File: src/rtl/sc_fifo_ext.sv
// sc_fifo_ext: single-clock FIFO with show-ahead or normal read mode, programmable
// almost-full/almost-empty flags, synchronous flush and sticky overflow/underflow flags.

module dual_port_ram #(
  parameter int DATA_WIDTH = 8,
  parameter int ADDR_WIDTH = 3
) (
  input  logic                  clk_i,
  input  logic                  rst_i,
  input  logic                  wr_en,
  input  logic [ADDR_WIDTH-1:0] wr_addr,
  input  logic [DATA_WIDTH-1:0] wr_data,
  input  logic                  rd_en,
  input  logic [ADDR_WIDTH-1:0] rd_addr,
  output logic [DATA_WIDTH-1:0] rd_data
);

  logic [DATA_WIDTH-1:0] mem [(1 << ADDR_WIDTH)];

  always_ff @(posedge clk_i) begin
    if (wr_en) begin
      mem[wr_addr] <= wr_data;
    end
  end

  // The read register resets to zero and holds its value between reads.
  always_ff @(posedge clk_i) begin
    if (rst_i) begin
      rd_data <= '0;
    end else if (rd_en) begin
      rd_data <= mem[rd_addr];
    end
  end

endmodule

module sc_fifo_ext #(
  parameter int DATA_WIDTH   = 8,
  parameter int WORDS_AMOUNT = 8,
  parameter int ADDR_WIDTH   = $clog2(WORDS_AMOUNT),
  parameter bit SHOW_AHEAD   = 1'b1,
  parameter int AFULL_LVL    = WORDS_AMOUNT - 2,
  parameter int AEMPTY_LVL   = 2
) (
  input  logic                  clk_i,
  input  logic                  rst_i,
  input  logic                  flush_i,
  input  logic                  wr_i,
  input  logic [DATA_WIDTH-1:0] wr_data_i,
  input  logic                  rd_i,
  output logic [DATA_WIDTH-1:0] rd_data_o,
  output logic                  rd_valid_o,
  output logic [ADDR_WIDTH:0]   used_words_o,
  output logic                  full_o,
  output logic                  empty_o,
  output logic                  almost_full_o,
  output logic                  almost_empty_o,
  output logic                  overflow_o,
  output logic                  underflow_o,
  input  logic                  clr_err_i
);

  localparam logic [ADDR_WIDTH:0] CAPACITY  = (ADDR_WIDTH + 1)'(WORDS_AMOUNT);
  localparam logic [ADDR_WIDTH:0] AFULL_W   = (ADDR_WIDTH + 1)'(AFULL_LVL);
  localparam logic [ADDR_WIDTH:0] AEMPTY_W  = (ADDR_WIDTH + 1)'(AEMPTY_LVL);
  localparam logic [ADDR_WIDTH:0] CNT_ONE   = (ADDR_WIDTH + 1)'(1);
  localparam logic [ADDR_WIDTH-1:0] PTR_ONE = ADDR_WIDTH'(1);

  logic [ADDR_WIDTH-1:0] wr_ptr;
  logic [ADDR_WIDTH-1:0] rd_ptr;
  logic [ADDR_WIDTH:0]   used_words;
  logic                  wr_acc;
  logic                  rd_acc;
  logic                  ovf_set;
  logic                  unf_set;
  logic                  ram_rd_en;
  logic [DATA_WIDTH-1:0] ram_q;

  assign wr_acc  = wr_i && !full_o && !flush_i;
  assign rd_acc  = rd_i && !empty_o && !flush_i;
  assign ovf_set = wr_i && full_o && !flush_i;
  assign unf_set = rd_i && empty_o && !flush_i;

  assign used_words_o   = used_words;
  assign full_o         = (used_words == CAPACITY);
  assign almost_full_o  = (used_words >= AFULL_W);
  assign almost_empty_o = (used_words <= AEMPTY_W);

  dual_port_ram #(
    .DATA_WIDTH (DATA_WIDTH),
    .ADDR_WIDTH (ADDR_WIDTH)
  ) u_ram (
    .clk_i   (clk_i),
    .rst_i   (rst_i),
    .wr_en   (wr_acc),
    .wr_addr (wr_ptr),
    .wr_data (wr_data_i),
    .rd_en   (ram_rd_en),
    .rd_addr (rd_ptr),
    .rd_data (ram_q)
  );

  // Write pointer, RAM fetch pointer and total word count; flush clears them like reset.
  always_ff @(posedge clk_i) begin
    if (rst_i || flush_i) begin
      wr_ptr     <= '0;
      rd_ptr     <= '0;
      used_words <= '0;
    end else begin
      if (wr_acc) begin
        wr_ptr <= wr_ptr + PTR_ONE;
      end
      if (ram_rd_en) begin
        rd_ptr <= rd_ptr + PTR_ONE;
      end
      case ({wr_acc, rd_acc})
        2'b10:   used_words <= used_words + CNT_ONE;
        2'b01:   used_words <= used_words - CNT_ONE;
        default: used_words <= used_words;
      endcase
    end
  end

  // Sticky error flags survive flush; a new error outranks a clear in the same cycle.
  always_ff @(posedge clk_i) begin
    if (rst_i) begin
      overflow_o  <= 1'b0;
      underflow_o <= 1'b0;
    end else begin
      if (ovf_set) begin
        overflow_o <= 1'b1;
      end else if (clr_err_i) begin
        overflow_o <= 1'b0;
      end
      if (unf_set) begin
        underflow_o <= 1'b1;
      end else if (clr_err_i) begin
        underflow_o <= 1'b0;
      end
    end
  end

  generate
    if (SHOW_AHEAD) begin : g_show_ahead
      // Two-stage prefetch: the RAM read register feeds the head-word output register.
      logic                  s1_valid;
      logic                  out_valid;
      logic [DATA_WIDTH-1:0] out_data;
      logic [ADDR_WIDTH:0]   ram_words;
      logic                  s1_move;

      assign ram_words = used_words - (ADDR_WIDTH + 1)'(s1_valid)
                                    - (ADDR_WIDTH + 1)'(out_valid);
      assign s1_move   = s1_valid && (!out_valid || rd_acc);
      assign ram_rd_en = !flush_i && (ram_words != '0) && (!s1_valid || s1_move);

      always_ff @(posedge clk_i) begin
        if (rst_i) begin
          s1_valid  <= 1'b0;
          out_valid <= 1'b0;
          out_data  <= '0;
        end else if (flush_i) begin
          s1_valid  <= 1'b0;
          out_valid <= 1'b0;
        end else begin
          if (ram_rd_en) begin
            s1_valid <= 1'b1;
          end else if (s1_move) begin
            s1_valid <= 1'b0;
          end
          if (s1_move) begin
            out_valid <= 1'b1;
            out_data  <= ram_q;
          end else if (rd_acc) begin
            out_valid <= 1'b0;
          end
        end
      end

      assign empty_o    = !out_valid;
      assign rd_valid_o = out_valid;
      assign rd_data_o  = out_data;
    end else begin : g_normal
      logic rd_valid_q;

      assign ram_rd_en = rd_acc;

      always_ff @(posedge clk_i) begin
        if (rst_i || flush_i) begin
          rd_valid_q <= 1'b0;
        end else begin
          rd_valid_q <= rd_acc;
        end
      end

      assign empty_o    = (used_words == '0);
      assign rd_valid_o = rd_valid_q;
      assign rd_data_o  = ram_q;
    end
  endgenerate

endmodule

File: config.mk
export PLATFORM = sky130hd
export DESIGN_NAME = sc_fifo_ext
export DESIGN_NICKNAME = d
export VERILOG_FILES = /design/src/rtl/sc_fifo_ext.sv
export SDC_FILE = /design/constraint.sdc
export NUM_CORES = 1
export LEC_CHECK = 0
export CAP_MARGIN = 20
export CORE_MARGIN = 2
export CORE_UTILIZATION = 40
export CTS_CLUSTER_DIAMETER = 120
export DETAILED_ROUTE_END_ITERATION = 8
export GPL_ROUTABILITY_DRIVEN = 0
export HOLD_SLACK_MARGIN = 0.1
export PLACE_DENSITY = 0.6
export SLEW_MARGIN = 10
export SYNTH_ARGS = -nofsm -noshare
export SYNTH_HDL_FRONTEND = slang
export SYNTH_HIERARCHICAL = 1
export SYNTH_SLANG_ARGS = --single-unit
export TNS_END_PERCENT = 5
File: constraint.sdc
create_clock -name clk_i -period 5.3 [get_ports clk_i]
set_input_delay 1.06 -clock clk_i [delete_from_list [all_inputs] [get_ports clk_i]]
set_output_delay 1.06 -clock clk_i [all_outputs]
set_load 0.01 [all_outputs]
## Word level (Yosys, flattened, before mapping)

Memory sizes are Yosys's and may differ from the RTL's. A register that Yosys moved wholly into a read port is not among the register bits.
Index checks and enable logic that the tools add are counted.

| storage, ports and cells | value |
|---|---|
| memories kept | 1 |
| input port bits | 14 |
| memory bits (writable) | 64 |
| logic and storage cells | 57 |
| output and inout bits | 19 |
| register bits | 22 |

Memories:

| name | words | width | rd ports | clocked after memory_dff | write ports | RTL line | RTL |
|---|---|---|---|---|---|---|---|
| u_ram.mem | 8 | 8 | 1 | 1 | 1 | 18 | `logic [DATA_WIDTH-1:0] mem [(1 << ADDR_WIDTH)];` |

| operators by class | value |
|---|---|
| mux-type cells | 10 |
| magnitude comparators | 2 |
| bitwise gates (word level) | 1 |
| add/subtract/negate cells | 6 |
| reductions and logical operators | 26 |
| equality and inequality tests | 3 |

Operators with widths:

| kind | number |
|---|---|
| 1-bit logical AND | 11 |
| 2-bit nonzero test | 5 |
| 1-bit 2-to-1 mux | 9 |
| 4-bit case mux with 2 select lines | 1 |
| 4-bit by 1-bit subtractor with 4-bit output | 2 |
| 3-bit by 1-bit adder with 3-bit output, second input constant | 2 |
| 4-bit by 1-bit adder with 4-bit output, second input constant | 1 |
| 4-bit == test, second input constant | 1 |
| 4-bit by 3-bit greater-or-equal comparator with 1-bit output, second input constant | 1 |
| 4-bit by 2-bit less-or-equal comparator with 1-bit output, second input constant | 1 |
| 1-bit zero test | 4 |
| 4-bit nonzero test | 1 |
| 4-bit by 1-bit subtractor with 4-bit output, second input constant | 1 |
| 1-bit logical OR | 3 |
| 2-bit by 1-bit == test with 1-bit output, second input constant | 1 |
| 2-bit == test, second input constant | 1 |
| 2-bit AND reduction | 1 |
| 2-bit OR reduction | 1 |
| 1-bit inverter | 1 |

## Logic depth before layout (Yosys ltp)

Gate-level depths: netlist of run 1.

| logic depth | value |
|---|---|
| depth in word-level cells | 7 |
| mapped depth | 13 |

## Modules after synthesis

Netlist of run 1, hierarchy kept.

By module, submodules not included:

| module | area each (um^2) | cells each | sequential area each (um^2) | times used |
|---|---|---|---|---|
| dual_port_ram | 2812.7 | 162 | 2082.0 | 1 |
| sc_fifo_ext | 1179.9 | 122 | 440.4 | 1 |

## Worst setup path before layout of run 1

Ideal clock, no wire load.

| timing path | value |
|---|---|
| path kind | reg2reg |
| from | register used_words[0] (netlist: used_words_o[0]) |
| to | register u_ram.rd_data[6] (read register of u_ram.mem) |
| stages on the path, launching flop included | 14 |
| data required time | 5.221 ns |
| library setup time | 0.079 ns |
| arrival | 2.914 ns |
| setup slack | 2.307 ns |
| path through | dfxtp_1 inv_1 fa_1 inv_1 ha_1 nor2_1 ha_1 xnor2_1 and3_1 a21oi_4 buf_1 clkbuf_1 nor2_1 a211oi_2 |

| between the ends | value |
|---|---|
| cells in the longest elaborated chain, start to end | 5 |

RTL lines:

| element | RTL line | RTL |
|---|---|---|
| from (decl) | 71 | `logic [ADDR_WIDTH:0] used_words;` |
| from (signal assigned) | 117 | `2'b10: used_words <= used_words + CNT_ONE;` |
| from (signal assigned) | 118 | `2'b01: used_words <= used_words - CNT_ONE;` |
| from (signal assigned) | 119 | `default: used_words <= used_words;` |
| 4-bit by 1-bit subtractor with 4-bit output | 152 | `assign ram_words = used_words - (ADDR_WIDTH + 1)'(s1_valid)` |
| 4-bit by 1-bit subtractor with 4-bit output | 153 | `- (ADDR_WIDTH + 1)'(out_valid);` |
| 4-bit nonzero test | 155 | `assign ram_rd_en = !flush_i && (ram_words != '0) && (!s1_valid \|\| s1_move);` |
| 1-bit logical AND (2 in a row) | 155 |  |
| net ram_rd_en | 76 | `logic ram_rd_en;` |
| to (decl) | 15 | `output logic [DATA_WIDTH-1:0] rd_data` |

The timed path passes the listed nets, and every way through them passes these cells.
A chain may end at the register's enable or synchronous reset.

## Worst setup path in the final report of run 1

| timing path | value |
|---|---|
| from | input flush_i |
| to | register used_words[3] (netlist: used_words_o[3]) |

| between the ends | value |
|---|---|
| cells in the longest elaborated chain, start to end | 4 |
| elaborated cells between the ends (all ways) | 8 |
| those cells by class | 2 x eq/ne; 1 x mux; 5 x reduce/logical |

RTL lines:

| element | RTL line | RTL |
|---|---|---|
| from (decl) | 47 | `input logic flush_i,` |
| 1-bit zero test (*) | 79 | `assign wr_acc = wr_i && !full_o && !flush_i;` |
| 1-bit logical AND (*) | 79 |  |
| net wr_acc | 72 | `logic wr_acc;` |
| 2-bit by 1-bit == test with 1-bit output or 2-bit == test (tied branches) | 116 | `case ({wr_acc, rd_acc})` |
| 4-bit case mux with 2 select lines or 2-bit nonzero test (tied branches) | - |  |

Mark *: on every way through the listed nets, which the timed path passes. The rest lies on a longest branch.

==> results.sh, run 1 <==
export IMPL_drc_errors=0
export IMPL_place_area_sq_um=4389
export IMPL_viasPerCell=4.963
export IMPL_r2r_start="used_words_o[0]$_SDFFE_PP0P_"
export IMPL_start_kind="input pin"
export IMPL_yosysTopAreaCell="edfxtp_1"
export IMPL_cts_htree_levels=3
export IMPL_tightest_slew_ns=0.8563
export IMPL_tns_ns=0
export IMPL_start_util_pct=41.04
export IMPL_cts_tree="built"
export IMPL_grt_pass1_vias=2168
export IMPL_seqCellArea_sq_um=2522
export IMPL_r2r_cells=11
export IMPL_synthAdderAreaFrac_pct=3.510
export IMPL_die_y_microns=103.9
export IMPL_yosys_area_share_simple_pct=8.963
export IMPL_worstHoldStart="u_ram/rd_data[0]$_SDFFE_PP0P_"
export IMPL_synthFlopType="edfxtp_1"
export IMPL_ys_ff_latch=94
export IMPL_synth_top_area_share_pct=48.14
export IMPL_post_route_period_util_pct=59.91
export IMPL_p_leak_uw=0.001502
export IMPL_dr_pass1_iters=4
export IMPL_post_drt_wl_per_cell_microns=15.37
export IMPL_max_cap_violations=0
export IMPL_synth_edf_count=64
export IMPL_post_synth_num_cell_types=43
export IMPL_hold_path_depth=2
export IMPL_finalMaxSlewViolations=0
export IMPL_drt_iter0_markers=83
export IMPL_synth_compound_area_share_pct=7.396
export IMPL_finalCriticalPeriod_ns=3.175
export IMPL_clock_root_buffer="clkbuf_8"
export IMPL_final_hold_viol_count=0
export IMPL_muxShareOfSynthArea_pct=12.03
export IMPL_reg2reg_slack_ns=2.38
export IMPL_min_path_type="reg -> reg"
export IMPL_ios=33
export IMPL_synth_avg_cell_area_sq_um=14.06
export IMPL_drt_total_wl_microns=6994
export IMPL_core_area_sq_um=9729
export IMPL_path_clk_slew_ns=0.09
export IMPL_antennaDiodeCount=0
export IMPL_die_w_microns=103.9
export IMPL_clkLatencyLatePin_ns=0.36
export IMPL_vias=2258
export IMPL_multi_input_area_sq_um=1343
export IMPL_ant_nets=0
export IMPL_relSlewSlack_pct=42.73
export IMPL_drive_gt1_share_pct=13.98
export IMPL_syn_nets=308
export IMPL_rsz0062_at_grt="no"
export IMPL_endpoint_kind="flop"
export IMPL_dp_hpwl_microns=4769
export IMPL_crit_path_max_fanout=9
export IMPL_reg2reg_to="u_ram/rd_data[3]$_SDFFE_PP0P_"
export IMPL_setup_violations_final=0
export IMPL_design_area_sq_um=4572
export IMPL_cts_buffers_inserted=9
export IMPL_row_count=36
export IMPL_cp_data_arrival_time_ns=3.47
export IMPL_grt_pass1_wl_microns=11520
export IMPL_syn_area_sq_um=3993
export IMPL_cts_buffer_depth=2
export IMPL_status="finished, final reports clean"
export IMPL_synth_top_family_by_area="multiplexers"
export IMPL_fill_cells=907
export IMPL_hold_end="u_ram/rd_data[0]$_SDFFE_PP0P_"
export IMPL_die_area_sq_um=10800
export IMPL_skew_ns=0.006797
export IMPL_synth_seq_area_share_pct=63.18
export IMPL_netlist_instances=284
export IMPL_syn_to_final_growth_pct=14.51
export IMPL_io_buffers=32
export IMPL_antenna_found_initial=0
export IMPL_cts_hold_buf=0
export IMPL_cts_sinks=94
export IMPL_cts_resized=0
export IMPL_fmax_mhz=315.0
export IMPL_grtUsageTotal_pct=13.72
export IMPL_critPathKind="in -> reg"
export IMPL_fin_nets=341
export IMPL_yosysWarnings=6
export IMPL_cts_setup_buffers=0
export IMPL_cp_required_ns=5.59
export IMPL_p_per_area_nw_per_um2=303.6
export IMPL_synthTopCellsByArea="edfxtp_1, dfxtp_1, mux2i_1"
export IMPL_synth_xor_area_share_pct=1.724
export IMPL_grt_max_degree=24
export IMPL_grt_overflow=0
export IMPL_peakVddDrop_mv=0.1241
export IMPL_synthArstFlopShare_pct=0
## worst max-delay path, stage by stage
cell	delay, ns
clkdlybuf4s50_1	0.58
nor3b_4	0.40
inv_1	0.08
ha_1	0.26
ha_1	0.29
a21o_1	0.18
a21oi_1	0.17
mux2i_1	0.24
mux2i_1	0.20
## worst max-delay path by stage
stage	start	endpoint	slack (ns)
after floorplan	used_words_o[0]$_SDFFE_PP0P_	u_ram/rd_data[6]$_SDFFE_PP0P_	2.31
after global placement	flush_i	used_words_o[3]$_SDFFE_PP0P_	1.87
after detailed placement	flush_i	u_ram/mem[4][4]$_DFFE_PP_	1.79
after CTS	flush_i	used_words_o[3]$_SDFFE_PP0P_	2.15
after global routing	flush_i	used_words_o[3]$_SDFFE_PP0P_	1.95
final	flush_i	used_words_o[3]$_SDFFE_PP0P_	2.12
## sequential cells by signal, indices dropped and copies added (netlist names)
register,cells
used_words_o,4
underflow_o,1
overflow_o,1
rd_data_o,8
u_ram/mem,64
g_show_ahead.s1_valid,1
u_ram/rd_data,8
rd_valid_o,1
wr_ptr,3
rd_ptr,3
## synthesized netlist by cell type (4+ instances only)
master / instances
edfxtp_1: 64
dfxtp_1: 30
clkbuf_1: 4
nand2b_1: 5
nand2_1: 9
mux2_2: 16
buf_1: 4
xnor2_1: 4
inv_1: 6
ha_1: 8
a211oi_1: 7
o22ai_1: 7
mux2i_1: 30
a221o_1: 7
nor2_1: 40
a21oi_1: 6
## cell type report
type / instances / area share [%]
Multi-Input combinational cell: 169 / 29.37
Clock buffer: 10 / 2.791
Timing Repair Buffer: 35 / 7.389
Tap cell: 133 / 3.640
Sequential cell: 94 / 55.17
Clock inverter: 6 / 0.9852
Inverter: 8 / 0.6568
## per-layer routing
| layer | track usage, % | vias up | wire length, microns |
|---|---|---|---|
| met2 | 20.02 | 43 | 3038 |
| met1 | 20.08 | 1089 | 3516 |
| met4 | 5.792 | 0 | 86 |
| li1 | - | 1118 | - |
| met3 | 2.569 | 8 | 352 |
| met5 | 0 | - | 0 |
## where the power goes
group	total (uW)	switching [uW]	internal, uW	leakage, uW
Clock	429	255	173	0.0000809
Combinational	140	71.4	69.1	0.000598
Sequential	819	16.4	802	0.000822
## layout by cell type (no fill, tap or decap), types with 4 or more instances in the layout
master           synthesis  routed
clkbuf_8                 0       9
a221o_1                  7       7
ha_1                     8       8
inv_1                    6       6
nor2_1                  40      40
dfxtp_1                 30      30
mux2_2                  16      16
mux2i_1                 30      30
a211oi_1                 7       7
clkdlybuf4s50_1          0      32
edfxtp_1                64      64
nand2b_1                 5       5
xnor2_1                  4       4
o22ai_1                  7       7
a21oi_1                  6       6
nand2_1                  9       9
## metrics by stage
stage          power (uW)  utilization [%]  std cells  setup slack, ns  hold slack [ns]
2_1_floorplan       943.3                -        284            2.307           0.4628
3_3_place_gp        975.6            45.11        437            1.875           0.4705
3_5_place_dp        977.9            45.11        437            1.788           0.4820
4_1_cts              1400            46.89        453            2.147           0.4954
5_1_grt              1447            46.99        455            1.953           0.5139
6_report             1388            46.99        455            2.125           0.4899
## logic make-up after synthesis
logic type	count (synthesis)
AO/OA/AOI/OAI	37
XOR/XNOR	7
adder cells (fa/ha/maj)	10
AND/OR/NAND/NOR	69
flip-flops	94
buffers and inverters	21
multiplexers	46
No activity file was read; power rests on OpenSTA's default activity.
==> run 2: changes to the inputs <==
clock period = 3.1 ns   (was 5.3 ns; I/O delays follow)
==> run 2 against run 1 <==
Net effect: sequential share of layout area is 1.4 points lower; non-clock buffer count is 12 higher; highest routed layer unchanged; largest cell class unchanged; largest power group unchanged; worst setup slack worse by 1.8 ns.
==> results.sh, run 2 (synthesis results as in run 1) <==
export IMPL_endpoint_kind="flop"
export IMPL_syn_to_final_growth_pct=17.58
export IMPL_p_leak_uw=0.001587
export IMPL_viasPerCell=4.974
export IMPL_final_cell_mix="edfxtp_1, nor2_1, clkdlybuf4s50_1"
export IMPL_io_buffers=32
export IMPL_crit_path_max_fanout=17
export IMPL_antenna_found_initial=0
export IMPL_cts_tree="built"
export IMPL_tns_ns=0
export IMPL_final_hold_viol_count=0
export IMPL_grt_pass1_vias=2166
export IMPL_fmax_mhz=366.9
export IMPL_place_area_sq_um=4494
export IMPL_crit_path_cell_trace="fa_1 -> inv_1 -> ha_1 -> nor2_1 -> ha_1 -> xnor2_1 -> and3_1 -> a21oi_4 -> nor2_1 -> a211oi_1"
export IMPL_grt_pass1_wl_microns=11210
export IMPL_setup_violations_final=0
export IMPL_drt_total_wl_microns=7164
export IMPL_die_w_microns=103.9
export IMPL_cts_hold_buf=0
export IMPL_drt_iter0_markers=113
export IMPL_cp_required_ns=3.36
export IMPL_skew_ns=0.01298
export IMPL_multi_input_area_sq_um=1343
export IMPL_p_per_area_nw_per_um2=521.7
export IMPL_cp_data_arrival_time_ns=2.99
export IMPL_cts_buffers_inserted=9
export IMPL_die_y_microns=103.9
export IMPL_fin_nets=353
export IMPL_final_common_cell="edfxtp_1"
export IMPL_drive_gt1_share_pct=17.66
export IMPL_final_core_util_pct=48.25
export IMPL_core_area_sq_um=9729
export IMPL_cts_htree_levels=3
export IMPL_row_count=36
export IMPL_dr_wl_met3_microns=275
export IMPL_crit_buf_inv=1
export IMPL_post_drt_wl_per_cell_microns=15.34
export IMPL_cts_setup_buffers=0
export IMPL_finalMaxSlewViolations=0
export IMPL_grt_overflow=0
export IMPL_ant_nets=0
export IMPL_relSlewSlack_pct=56.84
export IMPL_dp_hpwl_microns=4778
export IMPL_post_route_period_util_pct=87.92
export IMPL_seqCellArea_sq_um=2522
export IMPL_cpLargestDelayFamily="adder cells"
export IMPL_status="finished, final reports clean"
export IMPL_start_util_pct=41.04
export IMPL_drc_errors=0
export IMPL_start_kind="flop"
export IMPL_critPathKind="reg -> reg"
export IMPL_cts_sinks=94
export IMPL_ios=33
export IMPL_met1Wirelength_microns=3492
export IMPL_max_cap_violations=0
export IMPL_top_layer="met4"
export IMPL_finalCriticalPeriod_ns=2.725
export IMPL_dr_pass1_iters=4
export IMPL_clock_root_buffer="clkbuf_8"
export IMPL_fill_cells=859
export IMPL_cts_buffer_depth=2
export IMPL_min_path_type="reg -> reg"
export IMPL_largest_reg_flops=64
export IMPL_clkLatencyLatePin_ns=0.36
export IMPL_max_stage_delay_ns=0.50
export IMPL_peakVddDrop_mv=0.2454
export IMPL_vias=2323
export IMPL_path_clk_slew_ns=0.10
export IMPL_tightest_slew_ns=0.6460
export IMPL_grtUsageTotal_pct=13.44
export IMPL_wl_met2_microns=3337
export IMPL_design_area_sq_um=4695
export IMPL_antennaDiodeCount=0
export IMPL_worst_path_max_delay_cell="dfxtp_1"
export IMPL_cts_resized=0
export IMPL_grt_max_degree=36
export IMPL_largest_register="u_ram/mem"
export IMPL_hold_slack_ns=0.4930
export IMPL_rsz0062_at_grt="no"
export IMPL_die_area_sq_um=10800
run 2: layout make-up:
type	count	area share (%)
Sequential cell	94	53.73
Multi-Input combinational cell	169	28.60
Timing Repair Buffer	47	9.222
Tap cell	133	3.545
Clock buffer	9	2.639
Clock inverter	7	1.626
Inverter	8	0.6397
run 2: final timing paths:
path	from	end	slack (ns)	cells past startpoint
worst max-delay path	rd_valid_o$_SDFFE_PP0P_	u_ram/rd_data[1]$_SDFFE_PP0P_	0.37	10
worst min-delay path	u_ram/rd_data[0]$_SDFFE_PP0P_	u_ram/rd_data[0]$_SDFFE_PP0P_	0.49	2
worst max register to register	rd_valid_o$_SDFFE_PP0P_	u_ram/rd_data[1]$_SDFFE_PP0P_	0.37	10
worst min register to register	u_ram/rd_data[0]$_SDFFE_PP0P_	u_ram/rd_data[0]$_SDFFE_PP0P_	0.49	2
run 2: where the power goes:
group	leakage (uW)	internal, uW	switching (uW)	total (uW)
clock	0.000103	322	471	793
combinational	0.000662	129	135	264
sequential	0.000822	1370	19.9	1390
run 2: layer usage:
| layer | track usage [%] | vias to the layer above |
|---|---|---|
| li1 | - | 1143 |
| met1 | 18.37 | 1128 |
| met2 | 21.10 | 45 |
| met3 | 3.383 | 7 |
| met4 | 4.344 | 0 |
| met5 | 0 | - |
run 2: through the flow:
step	setup slack (ns)	cells	total power, uW
3_5_place_dp	0.2501	451	1686
4_1_cts	0.3523	467	2485
3_3_place_gp	0.3382	451	1681
2_1_floorplan	0.1068	284	1613
5_1_grt	0.1593	467	2558
6_report	0.3746	467	2449
run 2: worst register-to-register path: cells and delay by family (launching register included):
kind,cells,cell delay [ns]
adders and majority gates,3,0.86
AOI/OAI and AO/OA,2,0.66
DFF,1,0.50
and+or+nand+nor,3,0.44
xor gates and xnor gates,1,0.12
buffers and inverters,1,0.07
==> run 3: changes to the inputs <==
PLACE_DENSITY = 0.62   (was 0.6)
clock period = 2.21 ns   (was 3.1 ns; I/O delays follow)
==> run 3 against run 2 <==
Net effect: the flow now finishes with violations (setup timing); worst hold slack got worse by 0.012 ns; utilization rose by 2.1 points; flip-flop and latch count unchanged; register-to-register slack worse by 0.43 ns; clock power increased by 41%; largest power group unchanged; global-route usage grew 0.16 points.
==> results.sh, run 3 (synthesis results as in run 1) <==
export IMPL_cpLargestDelayFamily="adder cells"
export IMPL_cts_buffer_depth=2
export IMPL_clkLatencyLatePin_ns=0.37
export IMPL_worstHoldStart="u_ram/rd_data[1]$_SDFFE_PP0P_"
export IMPL_cts_htree_levels=3
export IMPL_syn_to_final_growth_pct=22.59
export IMPL_r2r_cells=11
export IMPL_peakVddDrop_mv=0.3004
export IMPL_max_cap_violations=0
export IMPL_die_w_microns=103.9
export IMPL_path_clk_slew_ns=0.10
export IMPL_post_route_period_util_pct=102.7
export IMPL_drt_iter0_markers=70
export IMPL_start_util_pct=41.04
export IMPL_setup_violations_final=10
export IMPL_relSlewSlack_pct=58.66
export IMPL_drive_gt1_share_pct=24.79
export IMPL_status="complete, but fails checks"
export IMPL_grt_max_degree=36
export IMPL_dr_pass1_iters=6
export IMPL_grtUsageTotal_pct=13.60
export IMPL_grt_pass1_wl_microns=11390
export IMPL_cts_hold_buf=0
export IMPL_ios=33
export IMPL_die_y_microns=103.9
export IMPL_endpoint_kind="flop"
export IMPL_max_stage_delay_ns=0.52
export IMPL_violations="setup timing"
export IMPL_vias=2376
export IMPL_crit_path_cell_trace="inv_4 -> fa_1 -> inv_2 -> ha_4 -> nor2_2 -> ha_1 -> and3_4 -> a21oi_4 -> buf_12 -> nor2_1 -> a211oi_1"
export IMPL_fmax_mhz=440.6
export IMPL_drt_total_wl_microns=7219
export IMPL_largest_reg_flops=64
export IMPL_tightest_slew_ns=0.6178
export IMPL_cts_buffers_inserted=9
export IMPL_setup_ws_ns=-0.05975
export IMPL_p_leak_uw=0.001678
export IMPL_row_count=36
export IMPL_viasPerCell=4.909
export IMPL_antenna_found_initial=0
export IMPL_critPathKind="reg -> reg"
export IMPL_largest_register="u_ram/mem"
export IMPL_ant_nets=0
export IMPL_skew_ns=0.007942
export IMPL_cts_tree="built"
export IMPL_finalCriticalPeriod_ns=2.270
export IMPL_dp_hpwl_microns=4962
export IMPL_hold_path_depth=2
export IMPL_finalMaxSlewViolations=0
export IMPL_cts_sinks=94
export IMPL_clock_root_buffer="clkbuf_8"
export IMPL_crit_buf_inv=3
export IMPL_final_common_cell="edfxtp_1"
export IMPL_p_per_area_nw_per_um2=714.0
export IMPL_cp_required_ns=2.50
export IMPL_startpoint="used_words_o[0]$_SDFFE_PP0P_"
export IMPL_final_hold_viol_count=0
export IMPL_grt_pass1_vias=2268
export IMPL_start_kind="flop"
export IMPL_power_uw=3495
export IMPL_fin_nets=370
export IMPL_crit_path_max_fanout=18
export IMPL_reg2reg_to="u_ram/rd_data[5]$_SDFFE_PP0P_"
export IMPL_final_core_util_pct=50.31
export IMPL_cp_data_arrival_time_ns=2.56
export IMPL_hold_end="u_ram/rd_data[1]$_SDFFE_PP0P_"
export IMPL_io_buffers=32
export IMPL_grt_overflow=0
export IMPL_drc_errors=0
export IMPL_post_drt_wl_per_cell_microns=14.92
export IMPL_die_area_sq_um=10800
export IMPL_antennaDiodeCount=0
export IMPL_core_area_sq_um=9729
export IMPL_rsz0062_at_grt="yes"
export IMPL_r2r_start="used_words_o[0]$_SDFFE_PP0P_"
export IMPL_worst_path_max_delay_cell="fa_1"
export IMPL_final_cell_mix="edfxtp_1, nor2_1, mux2i_1, clkdlybuf4s50_1, buf_4"
export IMPL_min_path_type="reg -> reg"
export IMPL_reg2reg_slack_ns=-0.06
[run 3: power by group]
part / switching (uW) / leakage, uW / internal [uW] / total [uW]
sequential: 25.1 / 0.000823 / 1920 / 1950
clock: 669 / 0.0000985 / 447 / 1120
combinational: 208 / 0.000756 / 222 / 430
[run 3: how the worst max path moves through the flow]
stage / to / slack, ns / cells after the start
2_1_floorplan: u_ram/rd_data[7]$_SDFFE_PP0P_ / -0.20 / 13
3_3_place_gp: used_words_o[3]$_SDFFE_PP0P_ / -0.27 / 9
3_5_place_dp: used_words_o[3]$_SDFFE_PP0P_ / -0.33 / 9
4_1_cts: u_ram/rd_data[2]$_SDFFE_PP0P_ / -0.11 / 11
5_1_grt: u_ram/rd_data[5]$_SDFFE_PP0P_ / -0.20 / 11
6_report: u_ram/rd_data[5]$_SDFFE_PP0P_ / -0.06 / 11
[run 3: repair_timing]
action | 4_1_cts | 5_1_grt
resized for setup | 4 | 5
buffers inserted | 1 | 0
pin swaps | 4 | 4
setup endpoints to repair | 14 | 15
[run 3: area by class of cell]
cell class,count,area (sq um)
Clock buffer,9,123.9
Clock inverter,7,75.07
Fill cell,877,4835
Inverter,8,32.53
Multi-Input combinational cell,169,1383
Sequential cell,94,2527
Tap cell,133,166.4
Timing Repair Buffer,64,586.8
[run 3: worst reg2reg max path: cells and delay by family, from the launching register on]
kind            cells  cell delay, ns
compound gates      2            0.34
fa+ha+maj           3            0.91
buf+inv             3            0.25
flops               1            0.37
simple gates        3            0.33
[run 3: through the flow]
stage	TNS [ns]	hold WS, ns	setup slack [ns]	cell area (sq um)	instances
floorplan	-1.163	0.4628	-0.2048	4028	284
global placement	-1.068	0.4680	-0.2738	4657	467
detailed placement	-1.439	0.4816	-0.3279	4657	467
CTS	-0.7175	0.4877	-0.1142	4876	484
global route	-1.826	0.5058	-0.1973	4895	484
finish	-0.2916	0.4807	-0.05975	4895	484
[run 3: metal layers]
metal / part of all wire (%) / GRT usage [%] / wire [microns] / vias up
li1: - / - / - / 1173
met1: 48 / 18.00 / 3482 / 1147
met2: 46 / 21.29 / 3332 / 49
met3: 4.6 / 4.449 / 332 / 7
met4: 0.98 / 4.344 / 71 / 0
met5: 0 / 0 / 0 / -
